### src/rtl/btn_conditioner.sv
`default_nettype none
// +-----------------------------------------------------------------------------+
// | btn_conditioner: per-channel synchroniser, debouncer, edge pulses,          |
// | auto-repeat and sticky pending-event flag.                                  |
// | Revision: 1.0                                                               |
// +-----------------------------------------------------------------------------+
module btn_conditioner #(
  parameter int N_CH      = 2,
  parameter int DB_CYCLES = 50000,
  parameter int RPT_DELAY = 500000,
  parameter int RPT_RATE  = 100000,
  parameter int CNT_W     = 20
) (
  input  logic            clk,
  input  logic            rst_n,
  input  logic            ena,
  input  logic [N_CH-1:0] btn_in,
  input  logic [N_CH-1:0] rpt_en,
  input  logic [N_CH-1:0] evt_ack,
  output logic [N_CH-1:0] btn_level,
  output logic [N_CH-1:0] btn_press,
  output logic [N_CH-1:0] btn_release,
  output logic [N_CH-1:0] btn_repeat,
  output logic [N_CH-1:0] evt_pend
);

  localparam longint c_max_span = (DB_CYCLES > RPT_DELAY) ? longint'(DB_CYCLES) : longint'(RPT_DELAY);
  localparam longint c_cnt_span = longint'(1) << CNT_W;

  localparam logic [CNT_W-1:0] c_db_last    = CNT_W'(DB_CYCLES - 1);
  localparam logic [CNT_W-1:0] c_delay_last = CNT_W'(RPT_DELAY - 1);
  localparam logic [CNT_W-1:0] c_rate_last  = CNT_W'(RPT_RATE - 1);
  localparam logic [CNT_W-1:0] c_cnt_max    = '1;

  if ((c_cnt_span <= c_max_span) || (N_CH < 1) || (N_CH > 8) ||
      (DB_CYCLES < 2) || (RPT_RATE < 1) || (RPT_RATE > RPT_DELAY)) begin : g_bad_cfg
    $error("btn_conditioner: illegal parameter combination");
  end

  typedef enum logic [1:0] {
    ST_IDLE  = 2'd0,
    ST_DELAY = 2'd1,
    ST_RATE  = 2'd2
  } rpt_state_t;

  for (genvar i = 0; i < N_CH; i++) begin : g_ch
    logic             r_sync1, r_sync2, r_level;
    logic             r_press, r_release, r_repeat, r_pend;
    logic [CNT_W-1:0] r_db_cnt, r_rpt_cnt;
    rpt_state_t       r_state;

    logic             w_level_nxt, w_press_nxt, w_release_nxt, w_repeat_nxt, w_pend_nxt;
    logic [CNT_W-1:0] w_db_cnt_nxt, w_rpt_cnt_nxt;
    rpt_state_t       w_state_nxt;

    // Debounce: accept sync2 once it has disagreed with the level DB_CYCLES cycles in a row
    always_comb begin
      w_db_cnt_nxt  = '0;
      w_level_nxt   = r_level;
      w_press_nxt   = 1'b0;
      w_release_nxt = 1'b0;
      if (r_sync2 != r_level) begin
        if (r_db_cnt == c_db_last) begin
          w_level_nxt   = r_sync2;
          w_press_nxt   = r_sync2;
          w_release_nxt = !r_sync2;
        end else if (r_db_cnt != c_cnt_max) begin
          w_db_cnt_nxt = r_db_cnt + 1'b1;
        end else begin
          w_db_cnt_nxt = r_db_cnt;
        end
      end
    end

    always_comb begin
      w_state_nxt   = r_state;
      w_rpt_cnt_nxt = r_rpt_cnt;
      w_repeat_nxt  = 1'b0;
      if (w_press_nxt) begin
        w_state_nxt   = ST_DELAY;
        w_rpt_cnt_nxt = '0;
      end else if (w_release_nxt) begin
        w_state_nxt   = ST_IDLE;
        w_rpt_cnt_nxt = '0;
      end else if (r_level && rpt_en[i]) begin
        case (r_state)
          ST_DELAY: begin
            if (r_rpt_cnt == c_delay_last) begin
              w_repeat_nxt  = 1'b1;
              w_rpt_cnt_nxt = '0;
              w_state_nxt   = ST_RATE;
            end else if (r_rpt_cnt != c_cnt_max) begin
              w_rpt_cnt_nxt = r_rpt_cnt + 1'b1;
            end
          end
          ST_RATE: begin
            if (r_rpt_cnt == c_rate_last) begin
              w_repeat_nxt  = 1'b1;
              w_rpt_cnt_nxt = '0;
            end else if (r_rpt_cnt != c_cnt_max) begin
              w_rpt_cnt_nxt = r_rpt_cnt + 1'b1;
            end
          end
          default: ;
        endcase
      end
    end

    // Pend is set from the visible pulses, so an ack in the pulse cycle loses to the set
    assign w_pend_nxt = r_press | r_repeat | (r_pend & ~evt_ack[i]);

    always_ff @(posedge clk) begin
      if (!rst_n) begin
        r_sync1   <= 1'b0;
        r_sync2   <= 1'b0;
        r_level   <= 1'b0;
        r_db_cnt  <= '0;
        r_rpt_cnt <= '0;
        r_state   <= ST_IDLE;
        r_press   <= 1'b0;
        r_release <= 1'b0;
        r_repeat  <= 1'b0;
        r_pend    <= 1'b0;
      end else if (ena) begin
        r_sync1   <= btn_in[i];
        r_sync2   <= r_sync1;
        r_level   <= w_level_nxt;
        r_db_cnt  <= w_db_cnt_nxt;
        r_rpt_cnt <= w_rpt_cnt_nxt;
        r_state   <= w_state_nxt;
        r_press   <= w_press_nxt;
        r_release <= w_release_nxt;
        r_repeat  <= w_repeat_nxt;
        r_pend    <= w_pend_nxt;
      end else begin
        r_press   <= 1'b0;
        r_release <= 1'b0;
        r_repeat  <= 1'b0;
      end
    end

    assign btn_level[i]   = r_level;
    assign btn_press[i]   = r_press & ena;
    assign btn_release[i] = r_release & ena;
    assign btn_repeat[i]  = r_repeat & ena;
    assign evt_pend[i]    = r_pend;
  end

endmodule
`default_nettype wire

### config.mk
export PLATFORM = sky130hd
export DESIGN_NAME = btn_conditioner
export DESIGN_NICKNAME = d
export VERILOG_FILES = /design/src/rtl/btn_conditioner.sv
export SDC_FILE = /design/constraint.sdc
export NUM_CORES = 1
export LEC_CHECK = 0
export CORE_MARGIN = 4
export CORE_UTILIZATION = 49
export DETAILED_ROUTE_END_ITERATION = 8
export GPL_TIMING_DRIVEN = 0
export PLACE_DENSITY_LB_ADDON = 0.3
export SYNTH_ARGS = -nofsm -noshare
export SYNTH_HDL_FRONTEND = slang
export SYNTH_SLANG_ARGS = --single-unit
### constraint.sdc
create_clock -name clk -period 3.6 [get_ports clk]
set_input_delay 0.72 -clock clk [delete_from_list [all_inputs] [get_ports clk]]
set_output_delay 0.72 -clock clk [all_outputs]
set_load 0.1 [all_outputs]
==> metrics.yaml <==
yosys:
  synth_fp_nets: 639
  yosysUniqueCellTypes: 53
  synth_edf_count: 0
  netlist_instances: 622
  synth_warnings: 0
  avgSynthCellArea_um2: 8.11
  async_flop_share_pct: 0
  syn_area_um2: 5040
  ys_seq_area_share_pct: 38.9
  synthFlopType: "dfxtp_1"
  synth_seq_cells: 98
cts:
  numCtsBuffers: 9
  clk_latency_ns: 0.36
  htreeDepth: 3
  cts_tree: "built"
  cts_root_buf: "clkbuf_8"
  cts.sinks: 98
  clk_path_buf_depth: 2
  clk_pin_slew_worst_paths_ns: 0.09
  cts_hold_buf: 0
global_route:
  grt_usage_pct: 20.3
  grt_max_degree: 15
  grt_pass1_wl_um: 19900
  grt_antenna_before_repair: 0
  grt-ovfl-total: 0
  grt_pass1_vias: 4365
layout:
  diodes: 0
  layout-drive-gt1-share_pct: 5.34
  postLayoutCellArea_um2: 5560
  post-route-util_pct: 56.1
  fillerInstances: 947
  final_nets: 668
  layout_commonest_cell: "dfxtp_1"
  syn_to_final_growth_pct: 10.2
  mostFrequentLayoutCells: "dfxtp_1, nor2_1, nand2_1"
drt:
  vias: 4587
  drc_errors: 0
  drtAntennaViolNets: 0
  wl_met2_um: 5380
  routed-wl-met3_um: 492
  drt-vias-per-instance: 5.82
  drt_wl_total_um: 11400
  wl_met1_um: 5420
  drt-initial-drc-count: 231
  highest_layer: "met4"
  post_drt_wl_per_cell_um: 14.5
  firstDrtPassIters: 6
place:
  gp_congestion: 0.886
  place_area_um2: 5390
  numPortBuffers: 18
  dp_hpwl_um: 8310
power_and_ir_drop:
  p_leak_nw: 1.78
  peakVddDrop_mv: 0.281
  powerDensity_nw_per_um2: 342
  finalPower_w: 0.00190
floorplan:
  die_w_um: 109
  die-area_um2: 12000
  start_util_pct: 50.9
  coreArea_um2: 9910
  io_pins: 19
  placementRows: 36
  die_y_um: 109
critical_path:
  crit_path_frequent_cell: "clkbuf_1"
  cp_cell_sequence: "clkdlybuf4s50_1 > clkbuf_1 > clkbuf_1 > and2_1 > buf_2"
  arrival_ns: 2.71
  path_class: "primary input to output port"
  max_stage_delay_ns: 0.59
  cp.required_ns: 2.88
  end_kind: "output port"
  crit_slowest_cell: "clkdlybuf4s50_1"
  critPathMaxFanout: 10
  path_delay_family: "buffers and inverters"
  cp-start-kind: "primary input"
  path_buf_inv: 4
sta:
  finalSetupViolations: 0
  hold_viol: 0
  finalMaxSlewViolations: 0
  max_slew_margin_pct: 34.9
  fin_skew_ns: 0.00765
  final.min_clock_period_ns: 3.43
  min_period_over_period_pct: 95.3
  rsz0062_at_grt: "no"
  fmax_ghz: 0.292
  tightest_slew_ns: 0.973
job:
  drv_cap: 0
status:
  status: "complete, no violations"
worst_hold_path:
  hold_path.class: "flop to flop"
-- power breakdown --
group          internal [W]  switching [W]  leakage [nW]
Combinational     0.0000186      0.0000415         0.893
Clock              0.000388       0.000365         0.100
Sequential          0.00109     0.00000178         0.790
Total               0.00149       0.000409          1.78
-- final timing paths --
| kind | start | endpoint | slack, ns | cells after the start |
|---|---|---|---|---|
| min | g_ch[1].r_pend$_SDFFE_PN0P_ | g_ch[1].r_pend$_SDFFE_PN0P_ | 0.46 | 2 |
| max | ena | btn_repeat[1] | 0.17 | 5 |
| max reg2reg | g_ch[1].r_db_cnt[8]$_SDFFE_PN0P_ | g_ch[1].r_rpt_cnt[19]$_SDFFE_PN0P_ | 0.62 | 7 |
| min reg2reg | g_ch[1].r_pend$_SDFFE_PN0P_ | g_ch[1].r_pend$_SDFFE_PN0P_ | 0.46 | 2 |
-- flip-flops by register name (all words and copies together), names as in the netlist --
| signal | cells |
|---|---|
| g_ch.r_sync2 | 2 |
| g_ch.r_level | 2 |
| g_ch.r_release | 2 |
| g_ch.r_sync1 | 2 |
| g_ch.r_rpt_cnt | 40 |
| g_ch.r_state | 4 |
| g_ch.r_repeat | 2 |
| g_ch.r_db_cnt | 40 |
| g_ch.r_press | 2 |
| g_ch.r_pend | 2 |
-- logic make-up after synthesis --
family	count (synthesis)	synth area share, %
buf+inv	45	3.70
compound gates	79	10.1
simple gates	328	34.0
fa+ha+maj	8	1.98
xor+xnor	56	9.72
flops	98	38.9
mux	8	1.59
-- through the flow --
step / hold slack (ns) / TNS [ns] / cells / worst slack (ns)
floorplan: 0.437 / 0 / 622 / 0.887
detailed placement: 0.449 / -3.06 / 773 / -0.523
global placement: 0.452 / -2.91 / 773 / -0.518
CTS: 0.461 / 0 / 788 / 0.0441
finish: 0.460 / 0 / 788 / 0.171
global route: 0.481 / 0 / 788 / 0.0779
-- cells in the mapped netlist (all sizes together) (3+ instances only) --
cell type | n | share of area, %
and2 | 9 | 1.1
buf | 7 | 0.87
and3 | 14 | 1.7
nand3b | 4 | 0.60
xor2 | 32 | 5.6
nor4 | 27 | 3.3
nand3 | 34 | 3.4
a211oi | 5 | 0.74
nor4b | 8 | 1.4
and4 | 7 | 1.2
or4 | 7 | 1.1
nor3b | 3 | 0.45
o21ai | 15 | 1.5
nand2 | 52 | 3.9
a31oi | 6 | 0.74
clkbuf | 19 | 1.4
or2 | 3 | 0.37
mux2i | 8 | 1.6
a21oi | 27 | 2.7
or3 | 11 | 1.5
dfxtp | 98 | 39
nor2 | 87 | 6.5
nor3 | 25 | 2.5
xnor2 | 24 | 4.2
o2111ai | 3 | 0.52
ha | 8 | 2.0
inv | 18 | 1.3
nand4 | 30 | 3.7
o211ai | 4 | 0.60
a311oi | 3 | 0.52
-- worst reg2reg max path, delay by kind of cell (launching register included) --
family          cells  cell delay [ns]
compound gates      1             0.19
buf+inv             1             0.28
flops               1             0.45
simple gates        5             1.95
-- layout make-up --
| cell class | count | area, µm² | area share (%) |
|---|---|---|---|
| buffer | 26 | 115 | 2.07 |
| clock buffer | 12 | 135 | 2.43 |
| clock inverter | 3 | 65.1 | 1.17 |
| inverter | 19 | 71.3 | 1.28 |
| multi-input combinational | 479 | 2900 | 52.1 |
| sequential | 98 | 1960 | 35.3 |
| tap | 133 | 166 | 2.99 |
| timing repair buffer | 18 | 150 | 2.70 |
-- per-layer routing --
metal / track usage (%) / up-vias
li1: - / 2308
met1: 26.2 / 2170
met4: 6.06 / 0
met5: 0 / -
met3: 5.05 / 15
met2: 33.5 / 94
-- timing repair --
action	CTS	global route
setup endpoints to repair	6	6
resized for setup	18	12
buffers inserted	0	0
gates cloned	0	0
pin swaps	0	0
No activity file was read; power rests on OpenSTA's default activity.
